$ cat src/rtl/nibble_src_pkg.sv
// nibble_src_pkg
// Shared definitions for the nibble stimulus source:
//   state_t  - auto-count FSM state (ST_HOLD, ST_COUNT)
//   VALUE_W  - width of the displayed value
//   KEY_REL  - level of a released (active-low) pushbutton
package nibble_src_pkg;

    typedef enum logic {
        ST_HOLD  = 1'b0,
        ST_COUNT = 1'b1
    } state_t;

    localparam int   VALUE_W = 4;
    localparam logic KEY_REL = 1'b1;

endpackage

$ cat src/rtl/key_conditioner.sv
// key_conditioner
// Turns a raw active-low pushbutton into a one-cycle press pulse:
// 2-FF synchronizer -> optional stability debouncer -> falling-edge detect.
// Optional feature macro: NIBBLE_SRC_DEBOUNCE_EN (includes the DEB_CYCLES
// stability counter; without it the synchronized level goes straight to the
// edge detector).
// Ports:
//   clk    in  1  clock, rising edge
//   rst    in  1  synchronous active-high reset
//   key_n  in  1  raw pushbutton, active-low, asynchronous
//   press  out 1  one-cycle pulse per accepted press (release gives none)
module key_conditioner
    import nibble_src_pkg::*;
#(
    parameter int DEB_CYCLES = 500_000
) (
    input  logic clk,
    input  logic rst,
    input  logic key_n,
    output logic press
);

    logic       sync1;
    logic       sync2;
    logic       level;
    logic       prev;
    logic       armed;
    logic [1:0] primed;

    // primed[1] is set once sync2 holds a genuinely sampled key level rather
    // than its reset value. The detector only arms after it has seen the key
    // really released, so a key held through reset never yields a pulse.
    always_ff @(posedge clk) begin
        if (rst) begin
            sync1  <= KEY_REL;
            sync2  <= KEY_REL;
            prev   <= KEY_REL;
            armed  <= 1'b0;
            primed <= 2'b00;
        end else begin
            sync1  <= key_n;
            sync2  <= sync1;
            prev   <= level;
            primed <= {primed[0], 1'b1};
            if (primed[1] && (sync2 == KEY_REL)) begin
                armed <= 1'b1;
            end
        end
    end

`ifdef NIBBLE_SRC_DEBOUNCE_EN
    localparam int            CW       = $clog2(DEB_CYCLES + 1);
    localparam logic [CW-1:0] CNT_LAST = CW'(DEB_CYCLES - 1);

    logic [CW-1:0] cnt;
    logic          deb;

    // cnt counts consecutive cycles the synchronized level differs from the
    // accepted level; any return to the accepted level restarts it.
    always_ff @(posedge clk) begin
        if (rst) begin
            cnt <= '0;
            deb <= KEY_REL;
        end else if (sync2 == deb) begin
            cnt <= '0;
        end else if (cnt == CNT_LAST) begin
            cnt <= '0;
            deb <= sync2;
        end else begin
            cnt <= cnt + 1'b1;
        end
    end

    assign level = deb;
`else
    assign level = sync2;

    // DEB_CYCLES has no effect in this build; the empty block keeps the
    // parameter referenced.
    if (DEB_CYCLES < 1) begin : g_deb_cycles_illegal
    end
`endif

    assign press = armed && (prev == KEY_REL) && (level != KEY_REL);

endmodule

$ cat src/rtl/nibble_count_source.sv
// nibble_count_source
// 4-bit stimulus source for the two-digit display stage. VALUE steps on
// debounced key presses (ST_HOLD), free-runs at one step per TICK_DIV cycles
// (ST_COUNT), or follows LOAD_VAL while LOAD is high.
// Priority each cycle: RESET > LOAD > state action. Arithmetic is modulo 16.
// Optional feature macro: NIBBLE_SRC_DEBOUNCE_EN (see key_conditioner).
// Ports:
//   CLOCK_50  in  1  sole clock, rising edge
//   RESET     in  1  synchronous active-high reset
//   KEY_UP_N  in  1  pushbutton, active-low, step +1
//   KEY_DN_N  in  1  pushbutton, active-low, step -1
//   LOAD      in  1  switch, level: VALUE follows LOAD_VAL while high
//   RUN       in  1  switch: 1 selects auto-count
//   DIR       in  1  switch: 1 counts up, 0 counts down
//   LOAD_VAL  in  4  switches, load data
//   VALUE     out 4  registered value to the display stage
//   TICK      out 1  registered one-cycle pulse on each prescaler wrap
//   state_dbg out 1  current FSM state, for observation only
module nibble_count_source
    import nibble_src_pkg::*;
#(
    parameter int TICK_DIV   = 50_000_000,
    parameter int DEB_CYCLES = 500_000
) (
    input  logic               CLOCK_50,
    input  logic               RESET,
    input  logic               KEY_UP_N,
    input  logic               KEY_DN_N,
    input  logic               LOAD,
    input  logic               RUN,
    input  logic               DIR,
    input  logic [VALUE_W-1:0] LOAD_VAL,
    output logic [VALUE_W-1:0] VALUE,
    output logic               TICK,
    output state_t             state_dbg
);

    localparam int            PW         = $clog2(TICK_DIV);
    localparam logic [PW-1:0] PRESC_LAST = PW'(TICK_DIV - 1);

    logic               up_press;
    logic               dn_press;
    logic               load_m, load_s;
    logic               run_m, run_s;
    logic               dir_m, dir_s;
    logic [VALUE_W-1:0] lv_m, lv_s;
    state_t             state, state_nx;
    logic [PW-1:0]      presc, presc_nx;
    logic [VALUE_W-1:0] value, value_nx;
    logic               tick, tick_nx;

    key_conditioner #(.DEB_CYCLES(DEB_CYCLES)) u_key_up (
        .clk   (CLOCK_50),
        .rst   (RESET),
        .key_n (KEY_UP_N),
        .press (up_press)
    );

    key_conditioner #(.DEB_CYCLES(DEB_CYCLES)) u_key_dn (
        .clk   (CLOCK_50),
        .rst   (RESET),
        .key_n (KEY_DN_N),
        .press (dn_press)
    );

    // Switch synchronizers: no debouncing on switches.
    always_ff @(posedge CLOCK_50) begin
        if (RESET) begin
            load_m <= 1'b0;
            load_s <= 1'b0;
            run_m  <= 1'b0;
            run_s  <= 1'b0;
            dir_m  <= 1'b0;
            dir_s  <= 1'b0;
            lv_m   <= '0;
            lv_s   <= '0;
        end else begin
            load_m <= LOAD;
            load_s <= load_m;
            run_m  <= RUN;
            run_s  <= run_m;
            dir_m  <= DIR;
            dir_s  <= dir_m;
            lv_m   <= LOAD_VAL;
            lv_s   <= lv_m;
        end
    end

    always_ff @(posedge CLOCK_50) begin
        if (RESET) begin
            state <= ST_HOLD;
            presc <= '0;
            value <= '0;
            tick  <= 1'b0;
        end else begin
            state <= state_nx;
            presc <= presc_nx;
            value <= value_nx;
            tick  <= tick_nx;
        end
    end

    always_comb begin
        state_nx = state;
        case (state)
            ST_HOLD:  if (run_s)  state_nx = ST_COUNT;
            ST_COUNT: if (!run_s) state_nx = ST_HOLD;
            default:  state_nx = ST_HOLD;
        endcase
    end

    // The prescaler defaults to 0, so it is held at 0 in ST_HOLD and under
    // LOAD, and is already 0 on the cycle ST_COUNT is entered. Key pulses are
    // single-cycle, so ignoring them outside ST_HOLD discards them.
    always_comb begin
        presc_nx = '0;
        value_nx = value;
        tick_nx  = 1'b0;
        if (load_s) begin
            value_nx = lv_s;
        end else if (state == ST_COUNT) begin
            if (presc == PRESC_LAST) begin
                tick_nx  = 1'b1;
                value_nx = dir_s ? value + 1'b1 : value - 1'b1;
            end else begin
                presc_nx = presc + 1'b1;
            end
        end else begin
            if (up_press && !dn_press) begin
                value_nx = value + 1'b1;
            end else if (dn_press && !up_press) begin
                value_nx = value - 1'b1;
            end
        end
    end

    assign VALUE     = value;
    assign TICK      = tick;
    assign state_dbg = state;

endmodule

$ cat config.mk
export PLATFORM = sky130hd
export DESIGN_NAME = nibble_count_source
export DESIGN_NICKNAME = d
export VERILOG_FILES = /design/src/rtl/nibble_src_pkg.sv /design/src/rtl/key_conditioner.sv /design/src/rtl/nibble_count_source.sv
export SDC_FILE = /design/constraint.sdc
export NUM_CORES = 1
export LEC_CHECK = 0
export BUFFER_PORTS_ARGS = -buffer_cell sky130_fd_sc_hd__clkbuf_2
export CAP_MARGIN = 40
export CORE_MARGIN = 2
export CORE_UTILIZATION = 50
export CTS_CLUSTER_SIZE = 40
export DETAILED_ROUTE_END_ITERATION = 16
export PLACE_DENSITY = 0.77
export SYNTH_ARGS = -nofsm -noshare
export SYNTH_HDL_FRONTEND = slang
export SYNTH_HIERARCHICAL = 1
export SYNTH_SLANG_ARGS = --single-unit
$ cat constraint.sdc
create_clock -name CLOCK_50 -period 1.6 [get_ports CLOCK_50]
set_input_delay 0.32 -clock CLOCK_50 [delete_from_list [all_inputs] [get_ports CLOCK_50]]
set_output_delay 0.32 -clock CLOCK_50 [all_outputs]
set_load 0.005 [all_outputs]
Word-level counts from Yosys, hierarchy flattened
Cells that the tools add are included.
{ "totals": {"output_inout_bits": 6, "elab_cells": 56, "inputBits": 11, "register_bits": 58} }
{ "op_classes": {"mux": 10, "n_eq_ne": 2, "reduce_logical": 14, "bitwise": 3, "addsub": 3} }
{ "ops": {"columns": ["op", "n"], "rows": [
  ["adder 26 x 1 -> 26 bit, second input constant", 1],
  ["== test 26 bit, second input constant", 1],
  ["2-to-1 mux 4 bit", 6],
  ["logical AND 1 bit", 8],
  ["adder 4 x 1 -> 4 bit, second input constant", 1],
  ["2-to-1 mux 1 bit", 4],
  ["nonzero test 4 bit", 1],
  ["OR reduction 4 bit", 1],
  ["subtractor 4 x 1 -> 4 bit, second input constant", 1],
  ["inequality test 3 x 2 -> 1 bit, second input constant", 1],
  ["inverter 1 bit", 3],
  ["OR reduction 3 bit", 1],
  ["zero test 1 bit", 2],
  ["AND reduction 2 bit", 1]
]} }

Logic depth before layout (Yosys ltp)
Gate-level depths: netlist of the first run.
{ "depth": {"ltp_word": 8, "mapped_depth": 9, "ltp_nobuf": 9} }

Hierarchy
Netlist of the first run, hierarchy kept.
{ "modules_own_cells": {"columns": ["mod", "seq_area_each_um2", "cells_each", "area_each_um2", "instances"], "rows": [
  ["nibble_count_source", 920.9, 216, 1998.2, 1],
  ["key_conditioner", 120.1, 15, 165.2, 2]
]} }

Worst setup path after synthesis of the first run
Ideal clock, no wire load.
{ "synth_timing": {"path_kind": "reg2reg", "start": "reg presc[0]", "end": "reg presc[22]", "t_arrival_ps": 1615, "slack_ps": -133, "setup_ps": 118, "path_stages_with_launch": 8, "period_less_slack_ps": 1733, "cell_sequence": "dfxtp_1 -> ha_1 -> nand4_2 -> or3_1 -> buf_2 -> nor4_2 -> xnor2_1 -> nor2_1"} }
{ "synth_via": {"elab_chain_len": 2, "elab_cells_between_ends": 3, "classes_between": "add/sub (1); eq/ne (1); reduce/logical (1)"} }
{ "synth_rtl": {"columns": ["element", "line_no", "rtl"], "rows": [
  ["start: declaration", "nibble_count_source.sv:48", "logic [PW-1:0] presc, presc_nx;"],
  ["start signal: assignment", "nibble_count_source.sv:97", "presc <= presc_nx;"],
  ["parallel branches: the longest is 2 deep, another holds adder 26 x 1 -> 26 bit", null, null]
]} }
Several ways; the timed one is not identified.
A chain may end at the register's enable or synchronous reset.

Worst setup path in the final report of the first run
{ "layout_timing": {"start": "reg u_key_dn.armed", "end": "reg value[1], in the netlist VALUE[1]"} }
{ "layout_via": {"elab_chain_len": 7, "elab_cells_between_ends": 10, "classes_between": "mux (3); reduce/logical (7)"} }
{ "layout_rtl": {"columns": ["element", "line_no", "rtl"], "rows": [
  ["start: declaration", "key_conditioner.sv:27", "logic armed;"],
  ["start signal: assignment", "key_conditioner.sv:38", "armed <= 1'b0;"],
  ["start signal: assignment", "key_conditioner.sv:46", "armed <= 1'b1;"],
  ["logical AND 1 bit (*) (2 in series)", "key_conditioner.sv:84", "assign press = armed && (prev == KEY_REL) && (level != KEY_REL);"],
  ["net dn_press", "nibble_count_source.sv:42", "logic dn_press;"],
  ["zero test 1 bit", "nibble_count_source.sv:129", "if (up_press && !dn_press) begin"],
  ["logical AND 1 bit", "nibble_count_source.sv:129", null],
  ["2-to-1 mux 4 bit", "nibble_count_source.sv:129", null],
  ["2-to-1 mux 4 bit", "nibble_count_source.sv:121", "end else if (state == ST_COUNT) begin"],
  ["2-to-1 mux 4 bit", "nibble_count_source.sv:119", "if (load_s) begin"],
  ["end signal: assignment", "nibble_count_source.sv:98", "value <= value_nx;"],
  ["end: declaration", "nibble_count_source.sv:49", "logic [VALUE_W-1:0] value, value_nx;"]
]} }
Mark *: on every way through the listed nets, which the timed path passes. The rest lies on a longest branch.

==> results by group, run 1 <==
Outcome
  • Outcome: complete, but fails checks
  • Failing checks: setup timing

Pwr
  • Sw Share: 23.87%
  • PD cells: 915.6 nW/um^2
  • Logic pwr share: 5.1%
  • P_sw: between 0.6 and 0.7 mW
  • Clock power share: between 40% and 50%
  • Cell Int Power: 2.092 mW
  • Max IR drop VDD: 832.1 uV
  • Leak: 1.132 nW
  • Reg power frac: approximately 55%

STA
  • F_max: ~560 MHz
  • Tightest hold margin: 0.1564 ns
  • Unrepaired setup endpoints after global routing: true
  • Setup ws final: -0.1997 ns
  • Final Hold Vio Count: 0
  • Max Clock Skew: between 0.006 and 0.007 ns
  • Max Transition Viols Final: 0
  • Final min period: ~1.8 ns
  • Tcrit/Tclk final: 112.5%
  • Setup Viol. Count Final: 31
  • Slew Limit Headroom: 63.33%
  • Worst Max-Slew Pin Slew: about 0.55 ns
  • Final setup TNS: -3.967 ns

Global routing
  • Maximum number of pins on one net before global-route repair: 33
  • Overall Global Routing Usage: 20.71%
  • Initial antenna violation count: 0
  • GRT overflow: 0
  • First-pass GRT wire length: 8.066 mm
  • Vias in the first global route: 1797

Route
  • DR pass1 iterations: 4
  • DRC violations left: 0
  • DRT iter0 DRCs: 91
  • Final WL: 4.988 mm
  • Vias: 1827
  • Vias/cell: 5.061
  • Antenna-violating nets left: 0
  • Wire per inst: 13.82 um

Die
  • Die area: 5219 um^2
  • Core Area: roughly 4400 um^2
  • Io pins: 17
  • Die Span Y: roughly 72 um
  • Initial Utilization: between 50% and 60%
  • Die W: about 72 um
  • Row count: 24

Clock network
  • Reg clk slew, reported paths: ~0.06 ns
  • Root Driver: clkbuf_8
  • CTS Sinks: 58
  • H-tree Lvls: 3
  • Worst skew pair latency: 0.34 ns
  • CTS tree: yes
  • Clk buf depth: 2
  • Cts bufs inserted: 9

Finish
  • Filler cells: between 300 and 400
  • Synth-to-Final Area Change: 28.91%
  • Finished layout cell area: 3002 um^2
  • Nets@finish: 320
  • Inserted Diodes: 0
  • Layout cell share with drive strength beyond 1: roughly 33%
  • Finished Layout Cells: approximately 360

Synthesis
  • Gate Count Post-Synth: roughly 250
  • Syn_nets: 261
  • Netlist cell types: 37
  • Yosys warnings: 6
  • Synthesized cell area: around 2300 um^2
  • Syn avg cell area: about 9.5 um^2
  • Seq/Total Area, Yosys: approximately 50%
  • Synthesized flop and latch total: 58

Place
  • Placed inst area: 2719 um^2
  • Dpl hpwl: 3.160 mm
  • Port Buffers: 16
  • Routability congestion estimate: about 0.80
  • Placed cells: 342

Run
  • Max_cap viols: 0

Worst hold path
  • Hold Crit Start: KEY_DN_N
  • Min-Delay Path Class: input pin to flip-flop

Worst setup path
  • Setup crit start: u_key_dn/armed
  • Setup crit start kind: flip-flop
  • Largest fanout on the critical path: 4
  • Element type at the critical path end: flip-flop
  • Crit Path Category: flip-flop to flip-flop
  • CP required: 1.82 ns
  • Arrival @ worst endpoint: 2.02 ns
  • FF-to-FF Start: u_key_dn/armed
cells by family after synthesis:
group	count (synthesis)	share of synthesized area (%)
buffers and inverters	18	4.299
adders and majority gates	4	2.149
xor gates and xnor gates	26	9.780
muxes	4	1.773
DFF	58	49.87
AOI/OAI and AO/OA	12	3.224
and+or+nand+nor	124	28.91
registers in the layout, indices dropped and copies added, names as in the netlist, 2 cells and up:
signal and count:
u_key_up/primed 2, presc 26, lv_m 4, u_key_dn/primed 2, lv_s 4, VALUE 4
power by group through the flow:
stage          clock, mW  sequential, mW  combinational [mW]
2_1_floorplan          0            1.53              0.0866
3_3_place_gp           0            1.54               0.120
3_5_place_dp           0            1.54               0.123
4_1_cts             1.12            1.51               0.130
5_1_grt             1.21            1.51               0.154
6_report            1.10            1.51               0.139
cell type report:
cell class | count | area [um^2] | share of cell area [%]
clock buffers | 9 | 123.9 | 4.127
inverters | 11 | 41.29 | 1.376
flip-flops and latches | 58 | 1166 | 38.85
clock inverters | 6 | 35.03 | 1.167
multi-input cells | 172 | 1205 | 40.14
well taps | 52 | 65.06 | 2.168
repair buffers | 53 | 365.4 | 12.17
worst max-delay path, stage by stage (launching register included):
cell	delay (ns)
dfxtp_2	0.32
nand2_1	0.04
nor2_1	0.11
inv_1	0.06
ha_2	0.32
nor2_1	0.06
a211oi_1	0.48
mux2i_1	0.24
nor2_1	0.05
synth_stat cells, drive strengths merged:
master	n	share of area, %
xor2	7	2.6
nor3	9	1.9
nor2b	18	4.8
o21ai	2	0.43
xnor2	19	7.1
o211ai	1	0.32
buf	6	2.4
nor4	6	3.1
and3	5	1.4
nand3	9	2.4
a21oi	4	0.86
o31ai	2	0.64
or2	7	1.9
and4	1	0.38
mux2	1	0.48
inv	11	1.8
nand4	3	1.1
a211oi	2	0.64
or4b	1	0.59
nor2	43	6.9
or3	2	0.54
clkbuf	1	0.16
dfxtp	58	50
mux2i	3	1.3
or2b	1	0.32
nand2b	1	0.27
ha	4	2.1
nand4b	2	0.75
a22oi	1	0.32
nand2	16	2.6
routing by layer:
| metal | share of wire (%) | GRT usage, % | vias up |
|---|---|---|---|
| met3 | 4.8 | 8.056 | 15 |
| met4 | 2.4 | 10.69 | 0 |
| met2 | 50 | 31.91 | 38 |
| li1 | - | - | 927 |
| met5 | 0 | 0 | - |
| met1 | 43 | 25.04 | 847 |
repair_timing:
item                       in CTS  in global routing
hold buffers                    0                  0
cloned                          2                  0
pin swaps                       8                  4
setup endpoints to repair      30                 31
gates resized for setup         5                 18
setup buffers                   1                  1
layout by cell type (no fill, tap or decap), types with 3 or more instances in the layout:
cell	Yosys	layout
xor2_1	7	7
nand2_1	16	16
clkbuf_2	0	16
nor4_2	3	3
nor2_4	0	3
dfxtp_1	58	54
inv_1	11	11
nor3_1	9	9
xnor2_1	19	19
nand3_1	7	7
nor2b_1	18	18
a21oi_1	4	3
or2_1	6	6
and3_1	4	4
nand3_4	0	3
buf_4	0	35
clkbuf_8	0	9
dfxtp_2	0	4
nor2_1	43	35
clkinv_2	0	4
nor2_2	0	5
path summary, 6_finish.rpt:
kind / slack (ns) / end / depth (start not counted)
worst max-delay path: -0.20 / VALUE[1] / 8
worst min-delay path: 0.16 / u_key_dn/sync1 / 2
worst max register to register: -0.20 / VALUE[1] / 8
worst min register to register: 0.41 / u_key_up/level / 1
per-stage QoR:
step | worst slack, ns | power (mW) | utilization (%)
2_1_floorplan | -0.03190 | 1.619 | -
3_3_place_gp | -0.1337 | 1.657 | 61.59
3_5_place_dp | -0.1630 | 1.662 | 61.59
4_1_cts | -0.1284 | 2.760 | 66.30
5_1_grt | -0.3099 | 2.873 | 68.00
6_report | -0.1997 | 2.748 | 68.00
Power figures use the tool's default switching activity.
==> run 2, diff against run 1 <==
Settings changed: PLACE_DENSITY 0.77 to 0.74.
Clock period 1.6 ns to 1.72 ns, I/O delays scaled along.
==> results by group, run 2 (same netlist as run 1, synthesis figures left out) <==
Outcome
  • Outcome: complete, but fails checks
  • Failing checks: setup timing

Place
  • Placed cells: 326 (-4.7%)
  • Port Buffers: 16 (unchanged)
  • Dpl hpwl: 2.861 mm (-9.5%)
  • Routability congestion estimate: 0.8179 (+1.8%)

Worst hold path
  • Min-Delay Path Class: input pin to flip-flop

Die
  • Initial Utilization: 52.75% (unchanged)
  • Core Area: 4414 um^2 (unchanged)
  • Io pins: 17 (unchanged)
  • Row count: 24 (unchanged)
  • Die W: 72.24 um (unchanged)
  • Die area: 5219 um^2 (unchanged)
  • Die Span Y: 72.24 um (unchanged)

Worst setup path
  • Critical path's top delay family: simple AND/OR/NAND/NOR gates
  • Setup crit start kind: flip-flop
  • Reg2Reg Depth: 7 (-1)
  • Element type at the critical path end: flip-flop
  • FF-to-FF Start: presc[11]
  • Flop2flop setup slack: -0.12 ns (+0.08 ns)
  • Crit Path Category: flip-flop to flip-flop
  • Reg-to-reg endpoint: presc[11]
  • Arrival @ worst endpoint: 2.07 ns (+0.05 ns)
  • CP most frequent cell: nand3_4
  • Cell Chain, Critical Path: or4b_4 -> nor4_4 -> buf_6 -> nand3_4 -> nand3_4 -> clkbuf_16 -> nor2_1
  • CP max stage delay: 0.54 ns (+0.06 ns)
  • Critical path buffers and inverters: 2 (+1)
  • Largest fanout on the critical path: 9 (+5)
  • Max stage delay cell, worst path: or4b_4
  • CP required: 1.94 ns (+0.12 ns)
  • Stages on worst setup path: 7 (-1)
  • Setup crit start: presc[11]
  • Critical Path End: presc[11]

Clock network
  • H-tree Lvls: 3 (unchanged)
  • Cts bufs inserted: 9 (unchanged)
  • CTS Sinks: 58 (unchanged)
  • Root Driver: clkbuf_8
  • Worst skew pair latency: 0.33 ns (about the same)
  • Reg clk slew, reported paths: 0.06 ns (about the same)
  • Clk buf depth: 2 (unchanged)
  • CTS tree: yes

STA
  • Setup ws final: -0.1232 ns (+0.07651 ns)
  • Final min period: 1.843 ns (+0.04349 ns)
  • Max Clock Skew: 0.008044 ns (+0.001531 ns)
  • Max Transition Viols Final: 0 (unchanged)
  • Final Hold Vio Count: 0 (unchanged)
  • Worst Max-Slew Pin Slew: 0.4615 ns (-0.08661 ns)
  • Slew Limit Headroom: 69.00% (+5.7 points)
  • Setup Viol. Count Final: 30 (-3.2%)
  • Tcrit/Tclk final: 107.2% (-5.3 points)
  • F_max: 542.5 MHz (-2.4%)
  • Unrepaired setup endpoints after global routing: true

Route
  • DRC violations left: 0 (unchanged)
  • Antenna-violating nets left: 0 (unchanged)
  • Wire per inst: 13.62 um (-1.4%)
  • DR pass1 iterations: 4 (unchanged)
  • Final WL: 4.726 mm (-5.3%)
  • Vias: 1781 (-2.5%)
  • DRT iter0 DRCs: 78 (-14%)
  • Vias/cell: 5.133 (+1.4%)

Global routing
  • GRT overflow: 0 (unchanged)
  • Maximum number of pins on one net before global-route repair: 33 (unchanged)
  • Overall Global Routing Usage: 18.05% (-2.7 points)
  • First-pass GRT wire length: 6.996 mm (-13%)
  • Initial antenna violation count: 0 (unchanged)
  • Vias in the first global route: 1654 (-8.0%)

Finish
  • Layout cell share with drive strength beyond 1: 32.54% (-0.14 points)
  • Largest reg by FF count: presc
  • Finished Layout Cells: 347 (-3.9%)
  • Final core occ: 69.61% (+1.6 points)
  • Inserted Diodes: 0 (unchanged)
  • Most frequent cells in the layout: dfxtp_1, nor2_1, xnor2_1, nor2b_1, buf_4
  • Most common cell after layout, fill and taps aside: dfxtp_1
  • Max reg flops: 26 (unchanged)
  • Filler cells: 314 (-4.8%)
  • Nets@finish: 306 (-4.4%)
  • Synth-to-Final Area Change: 31.97%

Pwr
  • Leak: 1.142 nW (+0.90%)
  • PD cells: 917.9 nW/um^2 (+0.25%)
  • Max IR drop VDD: 543.5 uV (-35%)

Run
  • Max_cap viols: 0 (unchanged)
run 2: changes by cell type in the layout (fill, tap and decap cells not counted), sizes merged:
cell and delta:
bufinv +1, nand3 -2, buf -14, clkinvlp -2, clkbuf +6, clkinv -3
run 2: where the power goes:
part / internal, mW / switching, mW
sequential: 1.38 / 0.0238
clock: 0.777 / 0.489
combinational: 0.0790 / 0.0701
run 2: how the worst min path moves through the flow:
| stage | start | endpoint | slack, ns | cells past startpoint |
|---|---|---|---|---|
| 4_1_cts | KEY_UP_N | u_key_up/sync1 | 0.16 | 2 |
| 3_3_place_gp | u_key_up/sync1 | u_key_up/level | 0.38 | 1 |
| 2_1_floorplan | u_key_dn/sync1 | u_key_dn/level | 0.38 | 1 |
| 6_report | KEY_UP_N | u_key_up/sync1 | 0.19 | 2 |
| 5_1_grt | KEY_DN_N | u_key_dn/sync1 | 0.18 | 2 |
| 3_5_place_dp | u_key_up/sync1 | u_key_up/level | 0.39 | 1 |
run 2: layer usage:
metal | up-vias | GRT usage, % | wire length (um)
li1 | 897 | - | -
met1 | 839 | 20.25 | 2076
met2 | 33 | 29.26 | 2337
met3 | 12 | 7.917 | 177
met4 | 0 | 8.805 | 134
met5 | - | 0 | 0
run 2: layout make-up:
| type | count | area (um^2) | share of cell area, % |
|---|---|---|---|
| clock inverters | 2 | 35.03 | 1.140 |
| well taps | 52 | 65.06 | 2.117 |
| clock buffers | 13 | 168.9 | 5.497 |
| inverters | 11 | 41.29 | 1.344 |
| repair buffers | 41 | 330.3 | 10.75 |
| flip-flops and latches | 58 | 1166 | 37.95 |
| multi-input cells | 170 | 1266 | 41.21 |
run 2: worst register-to-register path, stage by stage (launching register included):
cell	delay (ns)
dfxtp_2	0.33
or4b_4	0.54
nor4_4	0.23
buf_6	0.17
nand3_4	0.08
nand3_4	0.16
clkbuf_16	0.18
nor2_1	0.04
run 2: through the flow:
step | TNS (ns) | hold slack, ns | area (um^2) | power (mW) | worst slack, ns
6_report | -2.840 | 0.1864 | 3073 | 2.821 | -0.1232
5_1_grt | -4.370 | 0.1775 | 3073 | 2.939 | -0.1678
4_1_cts | -1.240 | 0.1621 | 2824 | 2.822 | -0.06156
3_5_place_dp | -0.7148 | 0.3885 | 2601 | 1.544 | -0.05219
3_3_place_gp | -0.1522 | 0.3847 | 2601 | 1.540 | -0.03914
2_1_floorplan | 0 | 0.3832 | 2362 | 1.505 | 0.002914
run 2: what timing repair did:
item                       CTS  global route
gates cloned                 0             2
pin swaps                    0            18
setup buffers                2             3
setup endpoints to repair   30            31
hold buffers                 0             0
resized for setup            1            44
==> run 3, diff against run 2 <==
Settings changed: CELL_PAD_IN_SITES_DETAIL_PLACEMENT from default to 0, CELL_PAD_IN_SITES_GLOBAL_PLACEMENT from default to 1, CORE_UTILIZATION 50 to 45, PLACE_DENSITY 0.74 to 0.83, SETUP_SLACK_MARGIN from default to 0.2.
==> results by group, run 3 (same netlist as run 1, synthesis figures left out) <==
Pwr
  • Cell Int Power: 2.706 mW (+21%)
  • Logic pwr share: 4.1% (-1.2 points)
  • Max IR drop VDD: 582.0 uV (+7.1%)
  • P_sw: 0.6112 mW (+4.9%)
  • Leak: 1.193 nW (+4.5%)
  • Clock power share: 53.7% (+8.8 points)
  • Sw Share: 18.43% (-2.2 points)
  • Reg power frac: 42.2% (-7.6 points)
  • PD cells: 1042 nW/um^2 (+14%)

Place
  • Port Buffers: 16 (unchanged)
  • Dpl hpwl: 2.735 mm (-4.4%)
  • Routability congestion estimate: 0.7833 (-4.2%)

Global routing
  • Overall Global Routing Usage: 17.28% (-0.78 points)
  • GRT overflow: 0 (unchanged)
  • Initial antenna violation count: 0 (unchanged)
  • Vias in the first global route: 1735 (+4.9%)
  • First-pass GRT wire length: 7.810 mm (+12%)
  • Maximum number of pins on one net before global-route repair: 33 (unchanged)

Finish
  • Nets@finish: 316 (+3.3%)
  • Layout cell share with drive strength beyond 1: 34.97% (+2.4 points)
  • Max reg flops: 26 (unchanged)
  • Final core occ: 63.13% (-6.5 points)
  • Largest reg by FF count: presc
  • Inserted Diodes: 0 (unchanged)
  • Most frequent cells in the layout: dfxtp_1, buf_4, nor2_1
  • Most common cell after layout, fill and taps aside: dfxtp_1
  • Synth-to-Final Area Change: 36.70%

Worst setup path
  • CP required: 1.97 ns (+0.03 ns)
  • Element type at the critical path end: flip-flop
  • Max stage delay cell, worst path: or4b_4
  • Largest fanout on the critical path: 2 (-7)
  • Setup crit start kind: flip-flop
  • CP max stage delay: 0.54 ns (about the same)
  • Cell Chain, Critical Path: or4b_4 -> nor4_4 -> buf_4 -> a21oi_2 -> xnor2_1 -> a211oi_1
  • Arrival @ worst endpoint: 1.94 ns (-0.13 ns)
  • Critical path buffers and inverters: 1 (-1)
  • Crit Path Category: flip-flop to flip-flop
  • Critical path's top delay family: simple AND/OR/NAND/NOR gates

Route
  • DRT iter0 DRCs: 51 (-35%)
  • Wire per inst: 12.19 um (-10%)
  • Final WL: 4.584 mm (-3.0%)
  • DRC violations left: 0 (unchanged)
  • Antenna-violating nets left: 0 (unchanged)
  • Vias/cell: 4.830 (-5.9%)
  • DR pass1 iterations: 4 (unchanged)
  • Vias: 1816 (+2.0%)

Worst hold path
  • Min-Delay Path Class: input pin to flip-flop

STA
  • Max Transition Viols Final: 0 (unchanged)
  • Unrepaired setup endpoints after global routing: true
  • Setup Viol. Count Final: 0 (-100%)
  • Final Hold Vio Count: 0 (unchanged)
  • Slew Limit Headroom: 44.57% (-24 points)
  • Tcrit/Tclk final: 98.29% (-8.9 points)
  • Final min period: 1.691 ns (-0.1525 ns)
  • Tightest hold margin: 0.1833 ns (-0.003145 ns)
  • Max Clock Skew: 0.004485 ns (-0.003559 ns)
  • Worst Max-Slew Pin Slew: 0.8284 ns (+0.3669 ns)
  • F_max: 591.5 MHz (+9.0%)

Die
  • Die area: 5766 um^2 (+10%)
  • Io pins: 17 (unchanged)
  • Core Area: 5042 um^2 (+14%)
  • Initial Utilization: 46.18% (-6.6 points)
  • Die Span Y: 75.94 um (+5.1%)
  • Row count: 26 (+8.3%)
  • Die W: 75.94 um (+5.1%)

Outcome
  • Outcome: finished clean

Clock network
  • CTS Sinks: 58 (unchanged)
  • Worst skew pair latency: 0.33 ns (about the same)
  • H-tree Lvls: 3 (unchanged)
  • CTS tree: yes
  • Root Driver: clkbuf_8
  • Clk buf depth: 2 (unchanged)
  • Hold-fix buffers at CTS: 0 (unchanged)
  • Reg clk slew, reported paths: 0.07 ns (about the same)
  • Cts bufs inserted: 9 (unchanged)

Run
  • Max_cap viols: 0 (unchanged)
## run 3: cell types whose count changed in the layout (fill, tap and decap cells not counted), moves of 3 or more
cell       delta
buf_4        +12
bufinv_16     +4
clkbuf_8      -3
nand3_4       +3
nor2_2        +5
nor2_4        -5
## run 3: path summary, 6_finish.rpt
kind / start / endpoint / slack, ns / cells past startpoint
hold / removal: KEY_DN_N / u_key_dn/sync1 / 0.18 / 2
hold reg to reg: u_key_up/sync1 / u_key_up/level / 0.41 / 1
setup / recovery: presc[9] / VALUE[0] / 0.03 / 6
setup reg to reg: presc[9] / VALUE[0] / 0.03 / 6
## run 3: cell type report
class | count | area [um^2]
fill | 429 | 1859
multi-input combinational | 173 | 1274
sequential | 58 | 1171
timing repair buffer | 48 | 327.8
clock inverter | 5 | 150.1
clock buffer | 11 | 131.4
tap | 70 | 87.58
inverter | 11 | 41.29
## run 3: routing by layer
layer  GRT usage, %  up-vias  part of all wire, %
li1               -      925                    -
met4          7.818        0                  1.7
met3          7.024        7                  4.2
met1          21.66      850                   48
met5              0        -                    0
met2          26.16       34                   47
## run 3: metrics by stage
step                      power [mW]  instances  setup TNS (ns)  worst slack (ns)  area (um^2)
after floorplan                1.507        246               0           0.08810         2380
after global placement         1.545        351        -0.08195          -0.01425         2678
after detailed placement       1.547        351         -0.7360          -0.04966         2678
after CTS                      3.347        374               0           0.02340         3083
after global routing           3.441        376         -0.6689          -0.08628         3183
final                          3.317        376               0           0.02939         3183
## run 3: power groups by stage
stage / clock (mW) / sequential (mW) / combinational (mW)
floorplan: 0 / 1.43 / 0.0810
global placement: 0 / 1.43 / 0.116
detailed placement: 0 / 1.43 / 0.118
CTS: 1.82 / 1.40 / 0.131
global route: 1.88 / 1.40 / 0.155
finish: 1.78 / 1.40 / 0.136
## run 3: timing repair
| item | CTS | global route |
|---|---|---|
| setup endpoints to repair | 30 | 32 |
| cloned | 2 | 1 |
| pin swaps | 11 | 8 |
| gates resized for setup | 14 | 25 |
| buffers inserted | 5 | 1 |
